<file path="config.mk">
export PLATFORM = sky130hd
export DESIGN_NAME = hilo_accumulator_flat
export DESIGN_NICKNAME = d
export VERILOG_FILES = /design/src/rtl/hilo_pkg.sv /design/src/rtl/hilo_accumulator_if.sv /design/src/rtl/hilo_addsub_sat.sv /design/src/rtl/hilo_accumulator.sv /design/src/flat_wrapper.sv
export SDC_FILE = /design/constraint.sdc
export NUM_CORES = 1
export LEC_CHECK = 0
export CAP_MARGIN = 15
export CORE_MARGIN = 5
export CORE_UTILIZATION = 31
export CTS_BUF_LIST = sky130_fd_sc_hd__clkbuf_16
export DETAILED_ROUTE_END_ITERATION = 16
export PLACE_DENSITY = 0.61
export REMOVE_ABC_BUFFERS = 1
export SYNTH_ARGS = -nofsm -noshare
export SYNTH_HDL_FRONTEND = slang
export SYNTH_SLANG_ARGS = --single-unit
export TNS_END_PERCENT = 1
</file>
<file path="constraint.sdc">
create_clock -name clk -period 4.75 [get_ports clk]
set_input_delay 0.95 -clock clk [delete_from_list [all_inputs] [get_ports clk]]
set_output_delay 0.95 -clock clk [all_outputs]
set_load 0.1 [all_outputs]
</file>
<file path="src/rtl/hilo_pkg.sv">
// Shared opcode encoding and accumulator limits for the HI/LO accumulator.
package hilo_pkg;

    typedef enum logic [2:0] {
        OP_NOP  = 3'b000,
        OP_MULT = 3'b001,
        OP_MADD = 3'b010,
        OP_MSUB = 3'b011,
        OP_MTHI = 3'b100,
        OP_MTLO = 3'b101,
        OP_CLR  = 3'b110,
        OP_RSVD = 3'b111
    } op_e;

    localparam int HILO_W = 32;
    localparam int ACC_W  = 2 * HILO_W;

    // Signed extremes of the {HI,LO} accumulator at the default width.
    localparam logic [ACC_W-1:0] ACC_MAX = {1'b0, {(ACC_W-1){1'b1}}};
    localparam logic [ACC_W-1:0] ACC_MIN = {1'b1, {(ACC_W-1){1'b0}}};

endpackage

</file>
<file path="src/rtl/hilo_accumulator_if.sv">
// Operation/result bundle between the multiplier front end and the HI/LO accumulator.
interface hilo_accumulator_if #(
    parameter int W = 32
);
    logic             in_valid;
    logic             in_ready;
    logic [2:0]       in_op;
    logic [2*W-1:0]   in_prod;
    logic [W-1:0]     in_wdata;
    logic             flush;
    logic [W-1:0]     hi;
    logic [W-1:0]     lo;
    logic             busy;
    logic             ovf;

    modport master (
        output in_valid, in_op, in_prod, in_wdata, flush,
        input  in_ready, hi, lo, busy, ovf
    );

    modport slave (
        input  in_valid, in_op, in_prod, in_wdata, flush,
        output in_ready, hi, lo, busy, ovf
    );
endinterface

</file>
<file path="src/rtl/hilo_addsub_sat.sv">
// Combinational signed acc +/- prod with overflow detect and optional saturation.
module hilo_addsub_sat #(
    parameter int PW     = 64,
    parameter bit SAT_EN = 1'b0
) (
    input  logic [PW-1:0] acc,
    input  logic [PW-1:0] prod,
    input  logic          sub,
    output logic [PW-1:0] result,
    output logic          ovf
);
    localparam logic [PW-1:0] SAT_MAX = {1'b0, {(PW-1){1'b1}}};
    localparam logic [PW-1:0] SAT_MIN = {1'b1, {(PW-1){1'b0}}};

    logic [PW-1:0] operand;
    logic [PW-1:0] raw;

    // Subtract as acc + ~prod + 1; judging overflow on the inverted operand keeps
    // prod = most-negative correct, where negating prod itself would wrap.
    always_comb begin
        operand = sub ? ~prod : prod;
        raw     = acc + operand + {{(PW-1){1'b0}}, sub};
        ovf     = (acc[PW-1] == operand[PW-1]) && (raw[PW-1] != acc[PW-1]);
        result  = raw;
        if (SAT_EN && ovf) begin
            result = acc[PW-1] ? SAT_MIN : SAT_MAX;
        end
    end

endmodule

</file>
<file path="src/rtl/hilo_accumulator.sv">
// Two-stage HI/LO accumulator: stage 1 captures the op, stage 2 commits to HI/LO.
module hilo_accumulator
    import hilo_pkg::*;
#(
    parameter bit SAT_EN = 1'b0,
    parameter int W      = 32
) (
    input  logic              clk,
    input  logic              rst_n,
    hilo_accumulator_if.slave bus
);
    localparam int PW = 2 * W;

    logic          s1_valid;
    op_e           s1_op;
    logic [PW-1:0] s1_prod;
    logic [W-1:0]  s1_wdata;

    logic [W-1:0]  hi_q;
    logic [W-1:0]  lo_q;
    logic          ovf_q;

    logic          accept;
    logic          commit;
    logic [PW-1:0] as_result;
    logic          as_ovf;

    assign accept = bus.in_valid && !bus.flush;
    assign commit = s1_valid && !bus.flush;

    hilo_addsub_sat #(
        .PW     (PW),
        .SAT_EN (SAT_EN)
    ) u_addsub (
        .acc    ({hi_q, lo_q}),
        .prod   (s1_prod),
        .sub    (s1_op == OP_MSUB),
        .result (as_result),
        .ovf    (as_ovf)
    );

    // Stage 1: capture the offered op; a flush empties the stage without accepting.
    always_ff @(posedge clk or negedge rst_n) begin
        if (!rst_n) begin
            s1_valid <= 1'b0;
            s1_op    <= OP_NOP;
            s1_prod  <= '0;
            s1_wdata <= '0;
        end else begin
            s1_valid <= accept;
            if (accept) begin
                s1_op    <= op_e'(bus.in_op);
                s1_prod  <= bus.in_prod;
                s1_wdata <= bus.in_wdata;
            end
        end
    end

    // Stage 2: commit the stage-1 op into HI/LO and the sticky overflow flag.
    always_ff @(posedge clk or negedge rst_n) begin
        if (!rst_n) begin
            hi_q  <= '0;
            lo_q  <= '0;
            ovf_q <= 1'b0;
        end else if (commit) begin
            case (s1_op)
                OP_MULT: {hi_q, lo_q} <= s1_prod;
                OP_MADD,
                OP_MSUB: begin
                    {hi_q, lo_q} <= as_result;
                    if (as_ovf) begin
                        ovf_q <= 1'b1;
                    end
                end
                OP_MTHI: hi_q <= s1_wdata;
                OP_MTLO: lo_q <= s1_wdata;
                OP_CLR: begin
                    hi_q  <= '0;
                    lo_q  <= '0;
                    ovf_q <= 1'b0;
                end
                default: ;
            endcase
        end
    end

    assign bus.in_ready = !bus.flush;
    assign bus.hi       = hi_q;
    assign bus.lo       = lo_q;
    assign bus.busy     = s1_valid;
    assign bus.ovf      = ovf_q;

endmodule

</file>
<file path="src/flat_wrapper.sv">
// flat-port wrapper written by rule: the top's interface ports become plain ports
module hilo_accumulator_flat import hilo_pkg::*;
#(
    parameter bit SAT_EN = 1'b0,
    parameter int W      = 32
)
  (clk, rst_n, bus_in_valid, bus_in_op, bus_in_prod, bus_in_wdata, bus_flush, bus_in_ready, bus_hi, bus_lo, bus_busy, bus_ovf);
  hilo_accumulator_if #(.W(W)) bus_i ();
  input  logic clk;
  input  logic rst_n;
  input wire logic [$bits(bus_i.in_valid)-1:0] bus_in_valid;
  input wire logic [$bits(bus_i.in_op)-1:0] bus_in_op;
  input wire logic [$bits(bus_i.in_prod)-1:0] bus_in_prod;
  input wire logic [$bits(bus_i.in_wdata)-1:0] bus_in_wdata;
  input wire logic [$bits(bus_i.flush)-1:0] bus_flush;
  output wire logic [$bits(bus_i.in_ready)-1:0] bus_in_ready;
  output wire logic [$bits(bus_i.hi)-1:0] bus_hi;
  output wire logic [$bits(bus_i.lo)-1:0] bus_lo;
  output wire logic [$bits(bus_i.busy)-1:0] bus_busy;
  output wire logic [$bits(bus_i.ovf)-1:0] bus_ovf;
  assign bus_i.in_valid = bus_in_valid;
  assign bus_i.in_op = bus_in_op;
  assign bus_i.in_prod = bus_in_prod;
  assign bus_i.in_wdata = bus_in_wdata;
  assign bus_i.flush = bus_flush;
  assign bus_in_ready = bus_i.in_ready;
  assign bus_hi = bus_i.hi;
  assign bus_lo = bus_i.lo;
  assign bus_busy = bus_i.busy;
  assign bus_ovf = bus_i.ovf;
  hilo_accumulator #(.SAT_EN(SAT_EN), .W(W)) u_core (.clk(clk), .rst_n(rst_n), .bus(bus_i));
endmodule
</file>
==> reports/qor.yml, run 1 <==
outcome: "finished clean"
final_antenna_net_count: 0
hold_buffers: 0
grt_first_pass_wirelength_um: 62540
fin_nets: 1586
met2_usage_pct: 32.66
synth-edff-count: 0
ys_async_sr_fraction_pct: 100.0
die_x_um: 204.0
leakagePower_nw: 5.881
cts_sinks: 165
clk_pin_slew_ps: 80
firstDrtPassIters: 5
cts_root_buf: "clkbuf_16"
area.growth.synth_to_final_pct: 24.65
clk_path_buf_depth: 2
core_region_area_um2: 37400
clock_skew_ps: 13.87
period_minus_slack_ps: 4261
grt_overflow: 0
via_count: 10580
grt_setup_unrepaired: "no"
ys.warnings.count: 0
numCtsBuffers: 17
drive_above_1_share_pct: 12.51
relSlewSlack_pct: 25.63
hpwl_um: 30820
syn_area_um2: 11660
fmax_ghz: 0.2347
tightest_slew_ps: 1112
clk_latency_ps: 450
io_buffers: 169
die_y_um: 204.0
end_kind: "flop"
path_class: "flop to flop"
yosysSeqAreaShare_pct: 35.40
worst_setup_path_start_kind: "flop"
arrival_ps: 4600
synthCells: 1290
route.detailed.wl_per_inst_um: 20.93
reg2reg_slack_ps: 490
synthFlopType: "dfrtp_1"
fin_crit_sh_pct: 89.71
hold_viol: 0
tritoncts: "done"
slowest_delay_ps: 450
grt_util_all_layers_pct: 19.30
start_util_pct: 31.19
critPathRequiredTime_ps: 5090
avgSynthCellArea_um2: 9.043
drc: 0
drt_iter0_markers: 797
via_per_inst: 5.445
layout_commonest_cell: "clkdlybuf4s50_1"
ir_drop_mv: 0.3897
antenna_found_initial: 0
grt_max_degree: 58
htree_levels: 4
yosys.area.top_type: "dfrtp_1"
fp-row-count: 71
min_path_type: "input port to asynchronous set/reset pin"
synth_area_leaders: "dfrtp_1, mux2_2, xnor2_1"
pin_count: 170
place.gp.congestion: 0.9462
pre_cts_ws_ps: 566.0
path_delay_family: "compound AO/OA/AOI/OAI gates"
synth_cell_types: 69
die_area_um2: 41610
met1_usage_pct: 25.56
stdcell_count: 1943
drv_slew: 0
path_cells: "inv_2, nor2_4, nand2_4, buf_4, xnor2_1, ha_1, and2_1, o221a_2, o2111ai_1, a31oi_1, o21ai_1, a31oi_1, o21ai_1, o31ai_1, nor3_1, a211o_1"
grt.busiest_layer: "met2"
worst_path_max_delay_cell: "a31oi_1"
yosysTopAreaCellShare_pct: 35.40
power_density_nw_per_um2: 746.2
drv_cap: 0
dp.cells: 1909
finalWorstSetupSlack_ps: 488.7
setup_viol: 0
finalSetupTns_ps: 0
drt-total-wl_um: 40670
grtUsageMet3_pct: 3.666
crit_buf_inv: 2
grt_pass1_vias: 10563
final_cell_mix: "clkdlybuf4s50_1, dfrtp_1, a21oi_1"
yosys_register_bits: 165
cts_resized: 0
cp_max_fo: 27
cts_setup_buffers: 0
## stage by stage
step | hold slack [ps] | instance area [um^2] | utilization, % | power (W)
floorplan | 495.8 | 11330 | - | 0.007493
global placement | 510.9 | 13920 | 37.22 | 0.009368
detailed placement | 514.0 | 13920 | 37.22 | 0.009364
CTS | 457.6 | 14510 | 38.80 | 0.01087
global route | 489.6 | 14540 | 38.87 | 0.01154
finish | 459.3 | 14540 | 38.88 | 0.01085
## cell families (layout without fill, tap and decap cells)
group,after synthesis,after routing,share of synthesized area (%)
adders and majority gates,65,65,7.036
DFF,165,165,35.40
xor gates and xnor gates,120,120,9.010
and+or+nand+nor,312,312,11.96
muxes,100,100,9.621
AOI/OAI and AO/OA,424,424,23.52
buffers and inverters,104,245,3.454
other,0,1,0
## per-layer routing
metal	up-vias	wire length, um
li1	4978	-
met3	50	2056
met5	-	0
met4	0	748
met2	332	19580
met1	5220	18280
## cell usage after synthesis (3+ instances only)
cell / n
dfrtp_1: 165
a21oi_1: 136
nand2_1: 110
nor2_1: 108
mux2_2: 97
xnor2_1: 96
clkbuf_1: 72
ha_1: 64
o21ai_0: 64
a21o_1: 42
o21bai_1: 40
a31oi_1: 36
nand4_1: 25
xor2_1: 24
nor3_1: 18
inv_1: 17
a221oi_1: 16
nand3_1: 12
and3_1: 11
o21ai_1: 10
a222oi_1: 9
buf_1: 7
nor2b_1: 6
o211ai_1: 6
o21a_1: 6
o22ai_1: 6
a22oi_1: 5
and2_1: 5
a211oi_1: 4
a22o_1: 4
nand2b_1: 4
o221ai_1: 4
o31ai_1: 4
or3_1: 4
a211o_1: 3
a311oi_1: 3
and4_1: 3
buf_2: 3
mux2i_1: 3
## where the power goes
part	switching (W)	total (W)	internal (W)
clock network	0.000660	0.00145	0.000788
logic	0.00472	0.00712	0.00239
registers	0.000510	0.00229	0.00178
## final timing paths
check | startpoint | to | depth (start not counted)
hold / removal | rst_n | u_core.bus.lo[1] | 1
max in group asynchronous | rst_n | u_core.s1_prod[54] | 2
hold reg to reg | u_core.bus.hi[14] | u_core.bus.hi[14] | 2
min in group clk | u_core.bus.hi[14] | u_core.bus.hi[14] | 2
setup / recovery | u_core.s1_op[1] | u_core.bus.hi[29] | 16
setup reg to reg | u_core.s1_op[1] | u_core.bus.hi[29] | 16
## cell type report
class                           instances  area (um^2)
Timing Repair Buffer                  194         1923
Clock buffer                           17        425.4
Sequential cell                       165         4129
Inverter                               19        71.32
Multi-Input combinational cell       1021         7183
Fill cell                            3795        22860
Clock inverter                         15        166.4
Antenna cell                            1        2.502
Tap cell                              511        639.4
## state kept, by name, indices dropped and copies added (netlist names)
name / flops
u_core.bus.lo: 32
u_core.s1_prod: 64
u_core.bus.busy: 1
u_core.s1_wdata: 32
u_core.bus.ovf: 1
u_core.s1_op: 3
u_core.bus.hi: 32
Power figures use the tool's default switching activity.
==> run 2: changes to the inputs <==
--- a/config.mk
+++ b/config.mk
@@ -7,11 +7,12 @@
 export LEC_CHECK = 0
 export CAP_MARGIN = 15
 export CORE_MARGIN = 5
-export CORE_UTILIZATION = 31
+export CORE_UTILIZATION = 40
 export CTS_BUF_LIST = sky130_fd_sc_hd__clkbuf_16
 export DETAILED_ROUTE_END_ITERATION = 16
-export PLACE_DENSITY = 0.61
+export PLACE_DENSITY = 0.73
 export REMOVE_ABC_BUFFERS = 1
+export SLEW_MARGIN = 40
 export SYNTH_ARGS = -nofsm -noshare
 export SYNTH_HDL_FRONTEND = slang
 export SYNTH_SLANG_ARGS = --single-unit
==> run 2 against run 1 <==
Compared with the run above: wire length shrank 6.0%; sequential power is essentially flat; die area shrank 21%; first-iteration DRC count grew 25%; non-clock buffer count shrank 6; clock skew shrank 0.85 ps; final area shrank 4.1%; critical path type unchanged; critical endpoint is now u_core.bus.hi[30]; largest power group unchanged.
==> reports/qor.yml, run 2 (synthesis results as in run 1) <==
worst_hold_startpoint: "u_core.bus.hi[14]"
arrival_ps: 4570  # was 4600 ps
reg2reg_slack_ps: 500  # was 490 ps
finalSetupTns_ps: 0  # unchanged
fmax_ghz: 0.2352  # was 0.2347 GHz
die_x_um: 180.8  # was 204.0 um
grt_first_pass_wirelength_um: 60360  # was 62540 um
clk_path_buf_depth: 2  # unchanged
drv_cap: 0  # unchanged
numCtsBuffers: 17  # unchanged
grt_pass1_vias: 10736  # was 10563
die_y_um: 180.8  # was 204.0 um
setup_viol: 0  # unchanged
area.growth.synth_to_final_pct: 19.59  # was 24.65%
relSlewSlack_pct: 47.27  # was 25.63%
ir_drop_mv: 0.3806  # was 0.3897 mV
antenna_found_initial: 1  # was 0
final_antenna_net_count: 0  # unchanged
drt-total-wl_um: 38210  # was 40670 um
core_region_area_um2: 28780  # was 37400 um^2
grt_max_degree: 104  # was 58
layout_commonest_cell: "dfrtp_1"  # was clkdlybuf4s50_1
route.detailed.wl_per_inst_um: 21.16  # was 20.93 um
tightest_slew_ps: 788.9  # was 1112 ps
cp_max_fo: 26  # was 27
slowest_delay_ps: 410  # was 450 ps
cts_setup_buffers: 0  # unchanged
grt_setup_unrepaired: "no"  # unchanged
holdWs_ps: 515.7  # was 459.3 ps
die_area_um2: 32680  # was 41610 um^2
start_util_pct: 40.53  # was 31.19%
outcome: "finished clean"  # unchanged
cts_sinks: 165  # unchanged
worstSetupStartpoint: "u_core.s1_op[1]"  # unchanged
drive_above_1_share_pct: 16.54  # was 12.51%
clock_skew_ps: 13.02  # was 13.87 ps
final_cell_mix: "dfrtp_1, a21oi_1, nand2_1"  # was clkdlybuf4s50_1, dfrtp_1, a21oi_1
largest_reg_flops: 64  # unchanged
fin_nets: 1580  # was 1586
drt_iter0_markers: 997  # was 797
htree_levels: 4  # unchanged
worst_path_max_delay_cell: "o41ai_2"  # was a31oi_1
min_path_type: "flop to flop"  # was input port to asynchronous set/reset pin
power_density_nw_per_um2: 751.1  # was 746.2 nW/um^2
cts_root_buf: "clkbuf_16"  # unchanged
via_per_inst: 5.913  # was 5.445
regMostFlops: "u_core.s1_prod"  # unchanged
hold_viol: 0  # unchanged
period_minus_slack_ps: 4252  # was 4261 ps
drv_slew: 0  # unchanged
drc: 0  # unchanged
place.gp.congestion: 0.9819  # was 0.9462
path_cells: "inv_2, nor2_4, nand2_4, buf_4, xnor2_1, ha_1, nand2_1, or3_1, a2111oi_2, a31oi_1, o21a_2, o41ai_2, a31oi_1, xnor2_1, o31ai_1"  # was inv_2, nor2_4, nand2_4, buf_4, xnor2_1, ha_1, and2_1, o221a_2, o2111ai_1, a31oi_1, o21ai_1, a31oi_1, o21ai_1, o31ai_1, nor3_1, a211o_1
end_kind: "flop"  # unchanged
r2r-start: "u_core.s1_op[1]"  # unchanged
hold_buffers: 0  # unchanged
worst_setup_path_start_kind: "flop"  # unchanged
grt_overflow: 0  # unchanged
tritoncts: "done"  # unchanged
leakagePower_nw: 5.822  # was 5.881 nW
clk_pin_slew_ps: 60  # was 80 ps
clk_latency_ps: 440  # was 450 ps
critPathRequiredTime_ps: 5070  # was 5090 ps
path_class: "flop to flop"  # unchanged
fp-row-count: 62  # was 71
cts_resized: 0  # unchanged
io_buffers: 169  # unchanged
firstDrtPassIters: 6  # was 5
via_count: 10679  # was 10580
hpwl_um: 28230  # was 30820 um
pin_count: 170  # unchanged
fin_crit_sh_pct: 89.51  # was 89.71%
grt_util_all_layers_pct: 22.94  # was 19.30%
-- run 2: cell count changes in the layout (fill, tap and decap cells not counted), sizes merged --
cell | previous run | this run
inv | 26 | 20
clkdlybuf4s50 | 167 | 101
clkbuf | 17 | 18
buf | 27 | 86
clkinv | 5 | 6
clkinvlp | 1 | 2
-- run 2: cell type report --
cell class | count | area [um^2]
timing repair buffer | 188 | 1534
antenna | 1 | 2.502
clock buffer | 17 | 425.4
inverter | 19 | 71.32
multi-input combinational | 1021 | 7192
sequential | 165 | 4129
clock inverter | 11 | 115.1
tap | 384 | 480.5
fill | 2733 | 14830
-- run 2: worst max-delay path, delay by kind of cell, from the launching register on --
family | cells | cell delay, ps
AO/OA/AOI/OAI | 6 | 1770
XOR/XNOR | 2 | 250
adder cells (fa/ha/maj) | 1 | 370
buffers and inverters | 2 | 420
flip-flops | 1 | 390
AND/OR/NAND/NOR | 4 | 930
-- run 2: power by group --
group          switching [W]  internal, W
sequential          0.000482      0.00178
combinational        0.00472      0.00215
clock               0.000588     0.000757
total                0.00579      0.00469
-- run 2: metal layers --
metal	routed length, um	vias up	share of wire, %	global-route usage (%)
li1	-	4954	-	-
met1	16130	5210	42	30.10
met2	18220	442	48	38.25
met3	2917	73	7.6	4.967
met4	938	0	2.5	6.655
met5	0	-	0	0
-- run 2: metrics by stage --
stage | area [um^2] | instances | total power (W) | setup slack, ps | utilization, %
2_1_floorplan | 11330 | 1205 | 0.007493 | -3133 | -
3_3_place_gp | 13710 | 1776 | 0.009274 | 615.9 | 47.65
3_5_place_dp | 13400 | 1777 | 0.009044 | 575.3 | 46.57
4_1_cts | 13940 | 1805 | 0.01044 | 508.9 | 48.45
5_1_grt | 13950 | 1805 | 0.01110 | 308.1 | 48.46
6_report | 13950 | 1806 | 0.01048 | 498.2 | 48.47
-- run 2: final timing paths --
path | to | cells after the start
max in group asynchronous | u_core.bus.lo[18] | 2
worst max-delay path | u_core.bus.hi[30] | 15
worst min-delay path | u_core.bus.hi[14] | 2
worst min register to register | u_core.bus.hi[14] | 2
worst max register to register | u_core.bus.hi[30] | 15
min in group asynchronous | u_core.bus.hi[11] | 1
==> run 3: changes to the inputs <==
--- a/config.mk
+++ b/config.mk
@@ -10,7 +10,8 @@
 export CORE_UTILIZATION = 40
 export CTS_BUF_LIST = sky130_fd_sc_hd__clkbuf_16
 export DETAILED_ROUTE_END_ITERATION = 16
-export PLACE_DENSITY = 0.73
+export GPL_ROUTABILITY_DRIVEN = 0
+export PLACE_DENSITY = 0.6
 export REMOVE_ABC_BUFFERS = 1
 export SLEW_MARGIN = 40
 export SYNTH_ARGS = -nofsm -noshare
==> run 3 against run 2 <==
Compared with the run above: sequential power about the same; wire length fell by 1.5%; fmax grew 2.1%; via count fell by 2.2%; highest routed layer unchanged; largest power group unchanged.
==> reports/qor.yml, run 3 (synthesis results as in run 1) <==
outcome: "finished clean"  # unchanged
grt.busiest_layer: "met2"  # unchanged
diodes: 0  # was 1
slowest_delay_ps: 440  # was 410 ps
drt_iter0_markers: 846  # was 997
relSlewSlack_pct: 49.31  # was 47.27%
finalSetupTns_ps: 0  # unchanged
comb_power_share_pct: 65.1  # was 65.6%
clk_latency_ps: 450  # was 440 ps
layout.filler_cells: 2801  # was 2733
grt_pass1_vias: 10376  # was 10736
fmax_ghz: 0.2402  # was 0.2352 GHz
critPathRequiredTime_ps: 5070  # about the same
io_buffers: 169  # unchanged
clk_pin_slew_ps: 70  # was 60 ps
r2r-start: "u_core.s1_op[1]"  # unchanged
worst_setup_path_start_kind: "flop"  # unchanged
firstDrtPassIters: 8  # was 6
hold_buffers: 0  # unchanged
largest_reg_flops: 64  # unchanged
reg2reg_slack_ps: 590  # was 500 ps
cts_resized: 0  # unchanged
cts_sinks: 165  # unchanged
fp-row-count: 62  # unchanged
final_antenna_net_count: 0  # unchanged
die_y_um: 180.8  # unchanged
hold_viol: 0  # unchanged
leakagePower_nw: 5.842  # was 5.822 nW
layout_commonest_cell: "dfrtp_1"  # unchanged
drc: 0  # unchanged
antenna_found_initial: 0  # was 1
rr_worst_depth: 16  # was 15
pre_cts_ws_ps: 573.6  # was 575.3 ps
met2_usage_pct: 36.47  # was 38.25%
drive_above_1_share_pct: 16.71  # was 16.54%
grt_max_degree: 104  # unchanged
area.growth.synth_to_final_pct: 19.99  # was 19.59%
grt_util_all_layers_pct: 22.48  # was 22.94%
power_density_nw_per_um2: 753.2  # was 751.1 nW/um^2
path_cells: "inv_2, nor2_4, nand2_4, buf_12, xnor2_1, fa_1, a21o_1, a221o_1, nand4_1, a311oi_2, o21ai_1, a21boi_2, a31o_2, a31oi_1, nor4b_2, a211o_1"  # was inv_2, nor2_4, nand2_4, buf_4, xnor2_1, ha_1, nand2_1, or3_1, a2111oi_2, a31oi_1, o21a_2, o41ai_2, a31oi_1, xnor2_1, o31ai_1
r2r_end: "u_core.bus.hi[28]"  # was u_core.bus.hi[30]
pin_count: 170  # unchanged
finalWorstSetupSlack_ps: 586.7  # was 498.2 ps
arrival_ps: 4490  # was 4570 ps
start_util_pct: 40.53  # unchanged
setup_viol: 0  # unchanged
regMostFlops: "u_core.s1_prod"  # unchanged
hpwl_um: 28290  # was 28230 um
clock_skew_ps: 21.33  # was 13.02 ps
sw_frac_of_total_pct: 55.33  # was 55.26%
clk_path_buf_depth: 2  # unchanged
period_minus_slack_ps: 4163  # was 4252 ps
met1_usage_pct: 30.69  # was 30.10%
switchingPower_w: 0.005834  # was 0.005790 W
grtUsageMet3_pct: 4.424  # was 4.967%
route.detailed.wl_per_inst_um: 20.82  # was 21.16 um
die_area_um2: 32680  # unchanged
clkPwrFrac_pct: 13.5  # was 12.8%
fin_crit_sh_pct: 87.65  # was 89.51%
grt_first_pass_wirelength_um: 59080  # was 60360 um
drv_cap: 0  # unchanged
ir_drop_mv: 0.3966  # was 0.3806 mV
via_per_inst: 5.774  # was 5.913
p_int_w: 0.004709  # was 0.004688 W
end_kind: "flop"  # unchanged
drt-total-wl_um: 37650  # was 38210 um
fin_nets: 1580  # unchanged
path_class: "flop to flop"  # unchanged
tightest_slew_ps: 758.4  # was 788.9 ps
tritoncts: "done"  # unchanged
cp_max_fo: 19  # was 26
die_x_um: 180.8  # unchanged
grt_overflow: 0  # unchanged
core_region_area_um2: 28780  # unchanged
numCtsBuffers: 17  # unchanged
cts_root_buf: "clkbuf_16"  # unchanged
htree_levels: 4  # unchanged
pwr-share-seq_pct: 21.4  # was 21.6%
drv_slew: 0  # unchanged
via_count: 10439  # was 10679
grt_setup_unrepaired: "no"  # unchanged
worst_path_max_delay_cell: "fa_1"  # was o41ai_2
min_path_type: "input port to asynchronous set/reset pin"  # was flop to flop
cts_setup_buffers: 0  # unchanged
final_cell_mix: "dfrtp_1, a21oi_1, nand2_1"  # unchanged
[run 3: metrics by stage]
step	utilization [%]	power (W)	area, um^2	hold slack, ps	instances
after detailed placement	46.59	0.009068	13410	514.0	1777
final	48.63	0.01054	14000	516.6	1808
after CTS	48.60	0.01053	13990	528.6	1808
after global placement	47.71	0.009291	13730	504.4	1777
after floorplan	-	0.007493	11330	495.8	1205
after global routing	48.63	0.01116	14000	544.4	1808
[run 3: cell type report]
| cell class | instances | area, um^2 | area share [%] |
|---|---|---|---|
| timing repair buffer | 188 | 1543 | 11.02 |
| sequential | 165 | 4129 | 29.50 |
| multi-input combinational | 1021 | 7196 | 51.41 |
| tap | 384 | 480.5 | 3.433 |
| clock buffer | 17 | 425.4 | 3.039 |
| inverter | 19 | 71.32 | 0.5095 |
| clock inverter | 14 | 152.6 | 1.091 |
[run 3: worst max-delay path by stage]
| stage | endpoint | from | slack, ps |
|---|---|---|---|
| 2_1_floorplan | u_core.bus.hi[21] | u_core.s1_op[1] | -3130 |
| 3_3_place_gp | u_core.bus.hi[28] | u_core.s1_op[1] | 660 |
| 3_5_place_dp | u_core.bus.hi[28] | u_core.s1_op[2] | 570 |
| 4_1_cts | u_core.bus.hi[28] | u_core.s1_op[1] | 570 |
| 5_1_grt | u_core.bus.hi[24] | u_core.s1_op[1] | 380 |
| 6_report | u_core.bus.hi[28] | u_core.s1_op[1] | 590 |
[run 3: worst max-delay path, delay by kind of cell (launching register included)]
| kind | cells | cell delay, ps |
|---|---|---|
| adder cells (fa/ha/maj) | 1 | 440 |
| buffers and inverters | 2 | 310 |
| flip-flops | 1 | 360 |
| AO/OA/AOI/OAI | 8 | 2080 |
| AND/OR/NAND/NOR | 4 | 660 |
| XOR/XNOR | 1 | 170 |
[run 3: power by group through the flow]
stage               sequential [W]  combinational, W  clock, W
finish                     0.00226           0.00686   0.00142
global route               0.00230           0.00736   0.00150
CTS                        0.00226           0.00682   0.00145
detailed placement         0.00228           0.00678         0
global placement           0.00230           0.00699         0
floorplan                  0.00391           0.00358         0
[run 3: metal layers]
layer	up-vias	wire [um]	part of all wire, %
met5	-	0	0
met4	0	948	2.5
met3	68	2443	6.5
met2	361	17560	47
met1	5058	16700	44
li1	4952	-	-
